$ cat src/rtl/cosx_pkg.sv
// Shared definitions for the cos(x) sweep sequencer: default widths, timeout
// budget and the controller state encoding.
package cosx_pkg;

  localparam int XW_DEF      = 16;
  localparam int YW_DEF      = 8;
  localparam int CW_DEF      = 8;
  localparam int TIMEOUT_DEF = 64;

  localparam logic [2:0] ENC_IDLE  = 3'd0;
  localparam logic [2:0] ENC_ISSUE = 3'd1;
  localparam logic [2:0] ENC_WAIT  = 3'd2;
  localparam logic [2:0] ENC_HOLD  = 3'd3;
  localparam logic [2:0] ENC_DONE  = 3'd4;

  typedef enum logic [2:0] {
    ST_IDLE  = ENC_IDLE,
    ST_ISSUE = ENC_ISSUE,
    ST_WAIT  = ENC_WAIT,
    ST_HOLD  = ENC_HOLD,
    ST_DONE  = ENC_DONE
  } state_e;

  // Counter width able to hold 0..timeout-1 (at least one bit).
  function automatic int cnt_width(input int timeout);
    return (timeout > 1) ? $clog2(timeout) : 1;
  endfunction

endpackage

$ cat src/rtl/cosx_ready_watch.sv
// Rising-edge detector on the core ready level plus the per-point timeout
// counter used while waiting for the core.
module cosx_ready_watch
  import cosx_pkg::*;
#(
  parameter int TIMEOUT = TIMEOUT_DEF
) (
  input  logic clk_i,
  input  logic rst_ni,
  input  logic clr_i,
  input  logic en_i,
  input  logic core_ready_i,
  output logic rise_o,
  output logic expired_o
);

  localparam int CNTW = cnt_width(TIMEOUT);

  logic            ready_q;
  logic [CNTW-1:0] cnt_q;
  logic [CNTW-1:0] cnt_d;

  // ready_q resets high so a core idling with ready asserted is not a rise.
  always_ff @(posedge clk_i or negedge rst_ni) begin
    if (!rst_ni) begin
      ready_q <= 1'b1;
      cnt_q   <= '0;
    end else begin
      ready_q <= core_ready_i;
      cnt_q   <= cnt_d;
    end
  end

  always_comb begin
    cnt_d = cnt_q;
    if (clr_i) begin
      cnt_d = '0;
    end else if (en_i && !expired_o) begin
      cnt_d = cnt_q + CNTW'(1);
    end
  end

  assign rise_o    = core_ready_i & ~ready_q;
  assign expired_o = en_i && (cnt_q == CNTW'(TIMEOUT - 1));

endmodule

$ cat src/rtl/cosx_sweep_ctrl.sv
// Sweep sequencer for the cos(x) core: walks an arithmetic series of x values,
// starts the core per point and hands each result out on a valid/ready port.
module cosx_sweep_ctrl
  import cosx_pkg::*;
#(
  parameter int XW      = XW_DEF,
  parameter int YW      = YW_DEF,
  parameter int CW      = CW_DEF,
  parameter int TIMEOUT = TIMEOUT_DEF
) (
  input  logic          clk_i,
  input  logic          rst_ni,
  input  logic          sweep_start_i,
  input  logic [XW-1:0] x_base_i,
  input  logic [XW-1:0] x_step_i,
  input  logic [CW-1:0] n_points_i,
  input  logic [YW-1:0] y_cfg_i,
  output logic [XW-1:0] core_x_o,
  output logic [YW-1:0] core_y_o,
  output logic          core_start_o,
  input  logic          core_ready_i,
  input  logic [XW-1:0] core_cosx_i,
  output logic          res_valid_o,
  input  logic          res_ready_i,
  output logic [XW-1:0] res_x_o,
  output logic [XW-1:0] res_cos_o,
  output logic [CW-1:0] res_idx_o,
  output logic          busy_o,
  output logic          done_o,
  output logic          timeout_err_o
);

  state_e state_q, state_d;

  logic [XW-1:0] step_q, step_d;
  logic [CW-1:0] n_q, n_d;
  logic [CW-1:0] idx_q, idx_d;
  logic [XW-1:0] core_x_q, core_x_d;
  logic [YW-1:0] core_y_q, core_y_d;
  logic [XW-1:0] res_x_q, res_x_d;
  logic [XW-1:0] res_cos_q, res_cos_d;
  logic [CW-1:0] res_idx_q, res_idx_d;
  logic          timeout_err_q, timeout_err_d;

  logic wd_clr;
  logic wd_en;
  logic wd_rise;
  logic wd_expired;

  assign wd_clr = (state_q == ST_ISSUE);
  assign wd_en  = (state_q == ST_WAIT);

  cosx_ready_watch #(
    .TIMEOUT(TIMEOUT)
  ) u_ready_watch (
    .clk_i       (clk_i),
    .rst_ni      (rst_ni),
    .clr_i       (wd_clr),
    .en_i        (wd_en),
    .core_ready_i(core_ready_i),
    .rise_o      (wd_rise),
    .expired_o   (wd_expired)
  );

  always_ff @(posedge clk_i or negedge rst_ni) begin
    if (!rst_ni) begin
      state_q       <= ST_IDLE;
      step_q        <= '0;
      n_q           <= '0;
      idx_q         <= '0;
      core_x_q      <= '0;
      core_y_q      <= '0;
      res_x_q       <= '0;
      res_cos_q     <= '0;
      res_idx_q     <= '0;
      timeout_err_q <= 1'b0;
    end else begin
      state_q       <= state_d;
      step_q        <= step_d;
      n_q           <= n_d;
      idx_q         <= idx_d;
      core_x_q      <= core_x_d;
      core_y_q      <= core_y_d;
      res_x_q       <= res_x_d;
      res_cos_q     <= res_cos_d;
      res_idx_q     <= res_idx_d;
      timeout_err_q <= timeout_err_d;
    end
  end

  always_comb begin
    state_d       = state_q;
    step_d        = step_q;
    n_d           = n_q;
    idx_d         = idx_q;
    core_x_d      = core_x_q;
    core_y_d      = core_y_q;
    res_x_d       = res_x_q;
    res_cos_d     = res_cos_q;
    res_idx_d     = res_idx_q;
    timeout_err_d = timeout_err_q;
    core_start_o  = 1'b0;
    res_valid_o   = 1'b0;
    done_o        = 1'b0;
    busy_o        = (state_q != ST_IDLE);

    unique case (state_q)
      ST_IDLE: begin
        if (sweep_start_i) begin
          step_d        = x_step_i;
          n_d           = n_points_i;
          core_y_d      = y_cfg_i;
          core_x_d      = x_base_i;
          idx_d         = '0;
          timeout_err_d = 1'b0;
          state_d       = (n_points_i == '0) ? ST_DONE : ST_ISSUE;
        end
      end
      ST_ISSUE: begin
        core_start_o = 1'b1;
        state_d      = ST_WAIT;
      end
      ST_WAIT: begin
        // A rise arriving on the final counted cycle still wins over the timeout.
        if (wd_rise) begin
          res_cos_d = core_cosx_i;
          res_x_d   = core_x_q;
          res_idx_d = idx_q;
          state_d   = ST_HOLD;
        end else if (wd_expired) begin
          timeout_err_d = 1'b1;
          state_d       = ST_DONE;
        end
      end
      ST_HOLD: begin
        res_valid_o = 1'b1;
        if (res_ready_i) begin
          if (idx_q == n_q - CW'(1)) begin
            state_d = ST_DONE;
          end else begin
            idx_d    = idx_q + CW'(1);
            core_x_d = core_x_q + step_q;
            state_d  = ST_ISSUE;
          end
        end
      end
      ST_DONE: begin
        done_o  = 1'b1;
        state_d = ST_IDLE;
      end
      default: begin
        state_d = ST_IDLE;
      end
    endcase
  end

  assign core_x_o      = core_x_q;
  assign core_y_o      = core_y_q;
  assign res_x_o       = res_x_q;
  assign res_cos_o     = res_cos_q;
  assign res_idx_o     = res_idx_q;
  assign timeout_err_o = timeout_err_q;

endmodule

$ cat config.mk
export PLATFORM = sky130hd
export DESIGN_NAME = cosx_sweep_ctrl
export DESIGN_NICKNAME = d
export VERILOG_FILES = /design/src/rtl/cosx_pkg.sv /design/src/rtl/cosx_ready_watch.sv /design/src/rtl/cosx_sweep_ctrl.sv
export SDC_FILE = /design/constraint.sdc
export NUM_CORES = 1
export LEC_CHECK = 0
export BUFFER_PORTS_ARGS = -buffer_cell sky130_fd_sc_hd__buf_4
export CAP_MARGIN = 5
export CORE_ASPECT_RATIO = 0.7
export CORE_MARGIN = 2
export CORE_UTILIZATION = 53
export CTS_CLUSTER_SIZE = 25
export DETAILED_ROUTE_END_ITERATION = 6
export PLACE_DENSITY = 0.8
export SKIP_CTS_REPAIR_TIMING = 1
export SLEW_MARGIN = 25
export SYNTH_ARGS = -nofsm -noshare
export SYNTH_HDL_FRONTEND = slang
export SYNTH_SLANG_ARGS = --single-unit
$ cat constraint.sdc
create_clock -name clk_i -period 3.2 [get_ports clk_i]
set_input_delay 0.16 -clock clk_i [delete_from_list [all_inputs] [get_ports clk_i]]
set_output_delay 0.16 -clock clk_i [all_outputs]
set_load 0.02 [all_outputs]
==> metrics.cfg, run 1 <==
[run_status]
status = completed

[die]
initial_util_pct = 54.4
floorplan.io_pins = 138
die_h_microns = 87.4
die_w_microns = 123
fp.coreArea_sq_um = 9680
floorplan.rows = 30
dieArea_sq_um = 10800

[timing]
timing.final.hold_violations = 0
relSlewSlack_pct = 41.8
max_freq_mhz = 366
clock_period_minus_final_worst_setup_slack_ns = 2.73
grt_setup_unrepaired = false
tns_ns = 0
hold_ws_ns = 0.0419
final_min_period_over_clock_period_pct = 85.4
final_max_slew_viol_count = 0
clock-skew-final_ns = 0.00599
setup_viol = 0
tightest_slew_ns = 0.871

[layout]
area_growth_syn_to_layout_pct = 27.7
antenna-diode-count = 0
layoutNonFillerInstCount = 739
final_net_count = 695
final_design_area_no_fill_sq_um = 6730
drive_gt1_share_pct = 39.1
layout_filler_cell_count = 726

[synthesis]
synth_top_cell_by_area = dfrtp_1
post_synth_inst_count = 470
asyncSetResetFlopFracSynth_pct = 100
synth_cell_type_count = 54
synthesis.yosys.warnings = 0
postSynthRegisterBits = 107
synth_top_flop_cell = dfrtp_1
synth_top_cells_by_area = dfrtp_1 (50%), mux2_2 (14%), ha_1 (4.3%)
synth_enable_flop_cells = 0
synth_top_area_share_pct = 50.3
syn-num-nets = 558
synth_seq_area_share_pct = 50.8
mapped_cell_area_sq_um = 5270
syn-mean-instance-area_sq_um = 11.2

[critical_path]
crit_required_ns = 3.43
crit_path_max_incr_delay_ns = 0.42
worstSetupEndpointType = flip-flop
startpoint_type = flip-flop
critical_path_arrival_ns = 2.96
crit_path_cell_trace = inv_1 > ha_1 > xnor2_1 > a2111oi_4 > nand4_2 > o31ai_4 > buf_4 > nor4_1 > a311o_1
cpMaxStageDelayCell = buf_4
critPathKind = reg -> reg
r2r_slack_ns = 0.47
timing.critical_path.fanout_max = 43

[clock_network]
cts_tree = done
cts.sinks = 107
clk_pin_slew_ns = 0.07
clk-insertion-delay-late_ns = 0.35
tritoncts.num_buffers = 9
ctsRootBufferMaster = clkbuf_16
cts_htree_levels = 3
clockBufferDepth = 2

[route]
drt_wl_total_microns = 12100
final_antenna_net_count = 0
drcViolationCount = 0
wire_per_inst_microns = 16.4
first_drt_iteration_drcs = 198
route.vias.total = 4020
drt_pre_antenna_iters = 4
drt-vias-per-instance = 5.44

[grt]
track_usage_pct = 23.7
wire_length_of_the_first_global_routing_pass_microns = 19700
grt_pass1_vias = 4053
grt-ovfl-total = 0
grt_start_max_net_pins = 89
antenna_found_initial = 0

[power_and_ir_drop]
seqPwrFrac_pct = 32.9
cellLeakagePower_nw = 3.22
cellPowerDensity_nw_per_um2 = 1060
power.net_switching_mw = 2.91
pint_mw = 4.23
share_of_power_burned_in_combinational_logic_pct = 52.6
p_sw_share_pct = 40.8
power_frac_clock_pct = 14.5
vdd_drop_max_uv = 607

[placement]
dp.final_hpwl_microns = 8770
gp_routability_congestion = 0.836
placed_cell_area_sq_um = 6430
number_of_instances_in_the_placed_design = 722
portBuffers = 137

[job]
drv_cap = 0

[min_path]
worst_hold_path_type = in -> reg

## metrics by stage
step | setup WS [ns] | total power, mW | utilization, %
2_1_floorplan | 0.857 | 4.91 | -
3_3_place_gp | 0.636 | 5.96 | 66.3
3_5_place_dp | 0.491 | 6.10 | 66.4
4_1_cts | 0.500 | 7.18 | 69.3
5_1_grt | 0.222 | 7.68 | 69.5
6_report | 0.468 | 7.15 | 69.5
## Yosys cell counts (all sizes together) (8+ instances only)
| cell type | count |
|---|---|
| ha | 18 |
| nand3 | 12 |
| o21ai | 27 |
| nor3 | 11 |
| inv | 15 |
| xnor2 | 20 |
| xor2 | 10 |
| mux2 | 65 |
| dfrtp | 106 |
| a21oi | 24 |
| clkbuf | 13 |
| a21o | 8 |
| nor2 | 33 |
| nand2 | 43 |
## cell usage in the layout (no fill, tap or decap), types with 2 or more instances in the layout
| cell type | netlist | final |
|---|---|---|
| a21oi_1 | 24 | 24 |
| nor2b_1 | 6 | 6 |
| buf_4 | 1 | 142 |
| dlygate4sd3_1 | 0 | 2 |
| nor2_1 | 33 | 33 |
| and3_1 | 3 | 3 |
| nand2b_1 | 2 | 2 |
| or2_2 | 3 | 3 |
| xnor2_1 | 20 | 20 |
| xor2_1 | 10 | 10 |
| ha_1 | 18 | 18 |
| inv_1 | 14 | 14 |
| nor4_4 | 2 | 2 |
| dfrtp_1 | 106 | 106 |
| a211oi_1 | 2 | 2 |
| nor3_2 | 2 | 2 |
| nand3_1 | 12 | 11 |
| clkbuf_16 | 0 | 9 |
| mux2_2 | 65 | 65 |
| clkbuf_8 | 0 | 3 |
| a31oi_1 | 5 | 5 |
| nor4_1 | 4 | 4 |
| o21bai_1 | 2 | 2 |
| or3_1 | 2 | 2 |
| clkinv_2 | 0 | 2 |
| nand4_1 | 3 | 3 |
| mux2i_1 | 4 | 4 |
| a21o_1 | 8 | 8 |
| nand2_1 | 43 | 43 |
| nor3_1 | 9 | 9 |
| o21ai_0 | 26 | 26 |
## final cells by class
type / count / area (sq um) / area share, %
inverter: 15 / 56.3 / 0.837
tap: 128 / 160 / 2.38
clock inverter: 2 / 10.0 / 0.149
timing repair buffer: 145 / 1100 / 16.3
multi-input combinational: 329 / 2460 / 36.5
sequential: 107 / 2680 / 39.8
clock buffer: 13 / 270 / 4.02
## state kept, by name (all words and copies together), names as in the netlist
name / count
core_x_o: 16
core_y_o: 8
idx_q: 8
n_q: 8
res_cos_o: 16
res_idx_o: 8
res_x_o: 16
state_q: 3
step_q: 16
timeout_err_o: 1
u_ready_watch.cnt_q: 6
u_ready_watch.ready_q: 1
## power groups by stage
| stage | clock network (mW) | logic (mW) | registers (mW) |
|---|---|---|---|
| after floorplan | 0 | 2.22 | 2.69 |
| after global placement | 0 | 3.62 | 2.33 |
| after detailed placement | 0 | 3.74 | 2.37 |
| after CTS | 1.07 | 3.76 | 2.35 |
| after global routing | 1.12 | 4.13 | 2.43 |
| final | 1.04 | 3.76 | 2.35 |
## worst paths after layout
kind,start,to,cells after the start
max,n_q[0]$_DFFE_PN0P_,core_x_o[15]$_DFFE_PN0P_,9
min,core_cosx_i[14],res_cos_o[14]$_DFFE_PN0P_,2
max reg2reg,n_q[0]$_DFFE_PN0P_,core_x_o[15]$_DFFE_PN0P_,9
min reg2reg,res_x_o[1]$_DFFE_PN0P_,res_x_o[1]$_DFFE_PN0P_,2
max in group asynchronous,rst_ni,core_x_o[11]$_DFFE_PN0P_,3
min in group asynchronous,rst_ni,res_idx_o[2]$_DFFE_PN0P_,2
## cell families after synthesis
kind of cell,Yosys count,synth area share (%)
adder cells (fa/ha/maj),19,4.65
AO/OA/AOI/OAI,80,9.64
AND/OR/NAND/NOR,131,12.6
XOR/XNOR,30,4.98
multiplexers,69,14.6
buffers and inverters,34,2.71
flip-flops,107,50.8
## critical path, delay by kind of cell (launching register included)
kind            cells  cell delay (ns)
flops               1             0.41
fa+ha+maj           1             0.32
simple gates        2             0.30
buf+inv             2             0.50
compound gates      3             0.90
xor+xnor            1             0.17
## metal layers
metal / up-vias / global-route usage [%] / share of wire, %
met4: 0 / 4.44 / 1.2
met1: 1949 / 31.1 / 45
li1: 1925 / - / -
met3: 14 / 8.70 / 7.6
met2: 132 / 38.2 / 46
met5: - / 0 / 0
(Power assumes the default switching activity.)
==> inputs of run 2 (changes only) <==
- GPL_TIMING_DRIVEN: not set -> 0
- PLACE_DENSITY: 0.8 -> not set
- PLACE_DENSITY_LB_ADDON: not set -> 0.08
==> run 2 against run 1 <==
  * Final cell count rose by 1.9%
  * Sequential share of layout area shrank 0.34 points
  * Clock skew increased by 0.0027 ns
  * Hold slack got worse by 0.0037 ns
  * Die area is the same
  * Maximum frequency grew 2.4%
  * Critical path depth stayed put
  * Via count is 2.6% higher
  * Clock power rose by 9%
  * Sequential cell count stayed put
  * Total power up 2.2%
==> metrics.cfg, run 2 (same netlist as run 1, synthesis figures left out) <==
[power_and_ir_drop]
cellLeakagePower_nw = 3.24
cellPowerDensity_nw_per_um2 = 1080
vdd_drop_max_uv = 706
power.total_mw = 7.31

[clock_network]
clockBufferDepth = 2
clk-insertion-delay-late_ns = 0.35
tritoncts.num_buffers = 9
cts.sinks = 107
cts_htree_levels = 3
cts_tree = done
ctsRootBufferMaster = clkbuf_16
clk_pin_slew_ns = 0.07

[critical_path]
crit_path_cell_trace = ha_1 > a21o_1 > a21oi_1 > a21oi_1 > o41ai_1 > a21oi_1 > a21oi_1 > xor2_1 > o21ai_0
r2r_slack_ns = 0.53
path_buf_inv = 0
startpoint_type = flip-flop
critPathKind = reg -> reg
cpMaxStageDelayCell = o41ai_1
timing.critical_path.mode_cell = a21oi_1
worstSetupEndpointType = flip-flop
critPathTopFamily = compound AO/OA/AOI/OAI gates
critical_path_arrival_ns = 2.90
crit_required_ns = 3.43
crit_path_max_incr_delay_ns = 0.63
timing.critical_path.fanout_max = 4

[timing]
clock_period_minus_final_worst_setup_slack_ns = 2.67
clock-skew-final_ns = 0.00867
tns_ns = 0
timing.final.hold_violations = 0
setup_viol = 0
final_min_period_over_clock_period_pct = 83.4
finalWorstSetupSlack_ns = 0.532
relSlewSlack_pct = 37.4
grt_setup_unrepaired = false
max_freq_mhz = 375
hold_ws_ns = 0.0382
final_max_slew_viol_count = 0
tightest_slew_ns = 0.937

[route]
route.vias.total = 4123
drcViolationCount = 0
first_drt_iteration_drcs = 318
drt-vias-per-instance = 5.48
drt_pre_antenna_iters = 5
wire_per_inst_microns = 16.5
drt_wl_total_microns = 12500
final_antenna_net_count = 0

[placement]
dp.final_hpwl_microns = 9070
placed_cell_area_sq_um = 6460
portBuffers = 137
dp_worst_setup_slack_ns = 0.589
number_of_instances_in_the_placed_design = 735
gp_routability_congestion = 0.839

[grt]
track_usage_pct = 23.8
grt_start_max_net_pins = 108
grt-ovfl-total = 0
grt_pass1_vias = 3835
antenna_found_initial = 0
wire_length_of_the_first_global_routing_pass_microns = 19500

[die]
die_h_microns = 87.4
die_w_microns = 123
floorplan.rows = 30
dieArea_sq_um = 10800
fp.coreArea_sq_um = 9680
initial_util_pct = 54.4
floorplan.io_pins = 138

[min_path]
worst_hold_path_type = in -> reg

[layout]
post-route-util_pct = 70.1
area_growth_syn_to_layout_pct = 28.8
drive_gt1_share_pct = 38.1
antenna-diode-count = 0
final_net_count = 708
layoutNonFillerInstCount = 753
mostFrequentLayoutCell = buf_4
final_design_area_no_fill_sq_um = 6790
mostFrequentLayoutCells = buf_4 (137), dfrtp_1 (106), mux2_2 (65), nand2_1 (43), nor2_1 (33)

[job]
drv_cap = 0

[run_status]
status = completed

-- run 2: power breakdown --
group          internal, mW  switching, mW  leakage, nW  total (mW)
clock network         0.630          0.502        0.153        1.13
logic                  1.76           2.07         1.75        3.83
registers              1.91          0.434         1.33        2.34
-- run 2: metal layers --
layer  GRT usage, %  part of all wire, %  vias to the layer above
met5              0                    0                        -
met2           35.7                   45                      137
met3           6.74                  7.0                        8
met1           34.4                   47                     2028
li1               -                    -                     1950
met4           5.37                 0.75                        0
-- run 2: final timing paths --
check,start,endpoint,depth (start not counted)
worst max-delay path,core_x_o[4]$_DFFE_PN0P_,core_x_o[14]$_DFFE_PN0P_,9
worst min-delay path,n_points_i[0],n_q[0]$_DFFE_PN0P_,3
worst max register to register,core_x_o[4]$_DFFE_PN0P_,core_x_o[14]$_DFFE_PN0P_,9
worst min register to register,res_x_o[1]$_DFFE_PN0P_,res_x_o[1]$_DFFE_PN0P_,2
max in group asynchronous,rst_ni,core_x_o[11]$_DFFE_PN0P_,2
min in group asynchronous,rst_ni,res_cos_o[12]$_DFFE_PN0P_,2
-- run 2: layout make-up --
class | instances | area [sq um]
Inverter | 15 | 56.3
Clock buffer | 10 | 239
Multi-Input combinational cell | 329 | 2450
Tap cell | 128 | 160
Fill cell | 742 | 2900
Timing Repair Buffer | 139 | 1050
Sequential cell | 107 | 2680
Clock inverter | 6 | 62.6
Buffer | 19 | 86.3
-- run 2: tightest hold or removal path: stages --
cell	delay (ns)
buf_4	0.09
nand2_1	0.04
o21ai_0	0.06
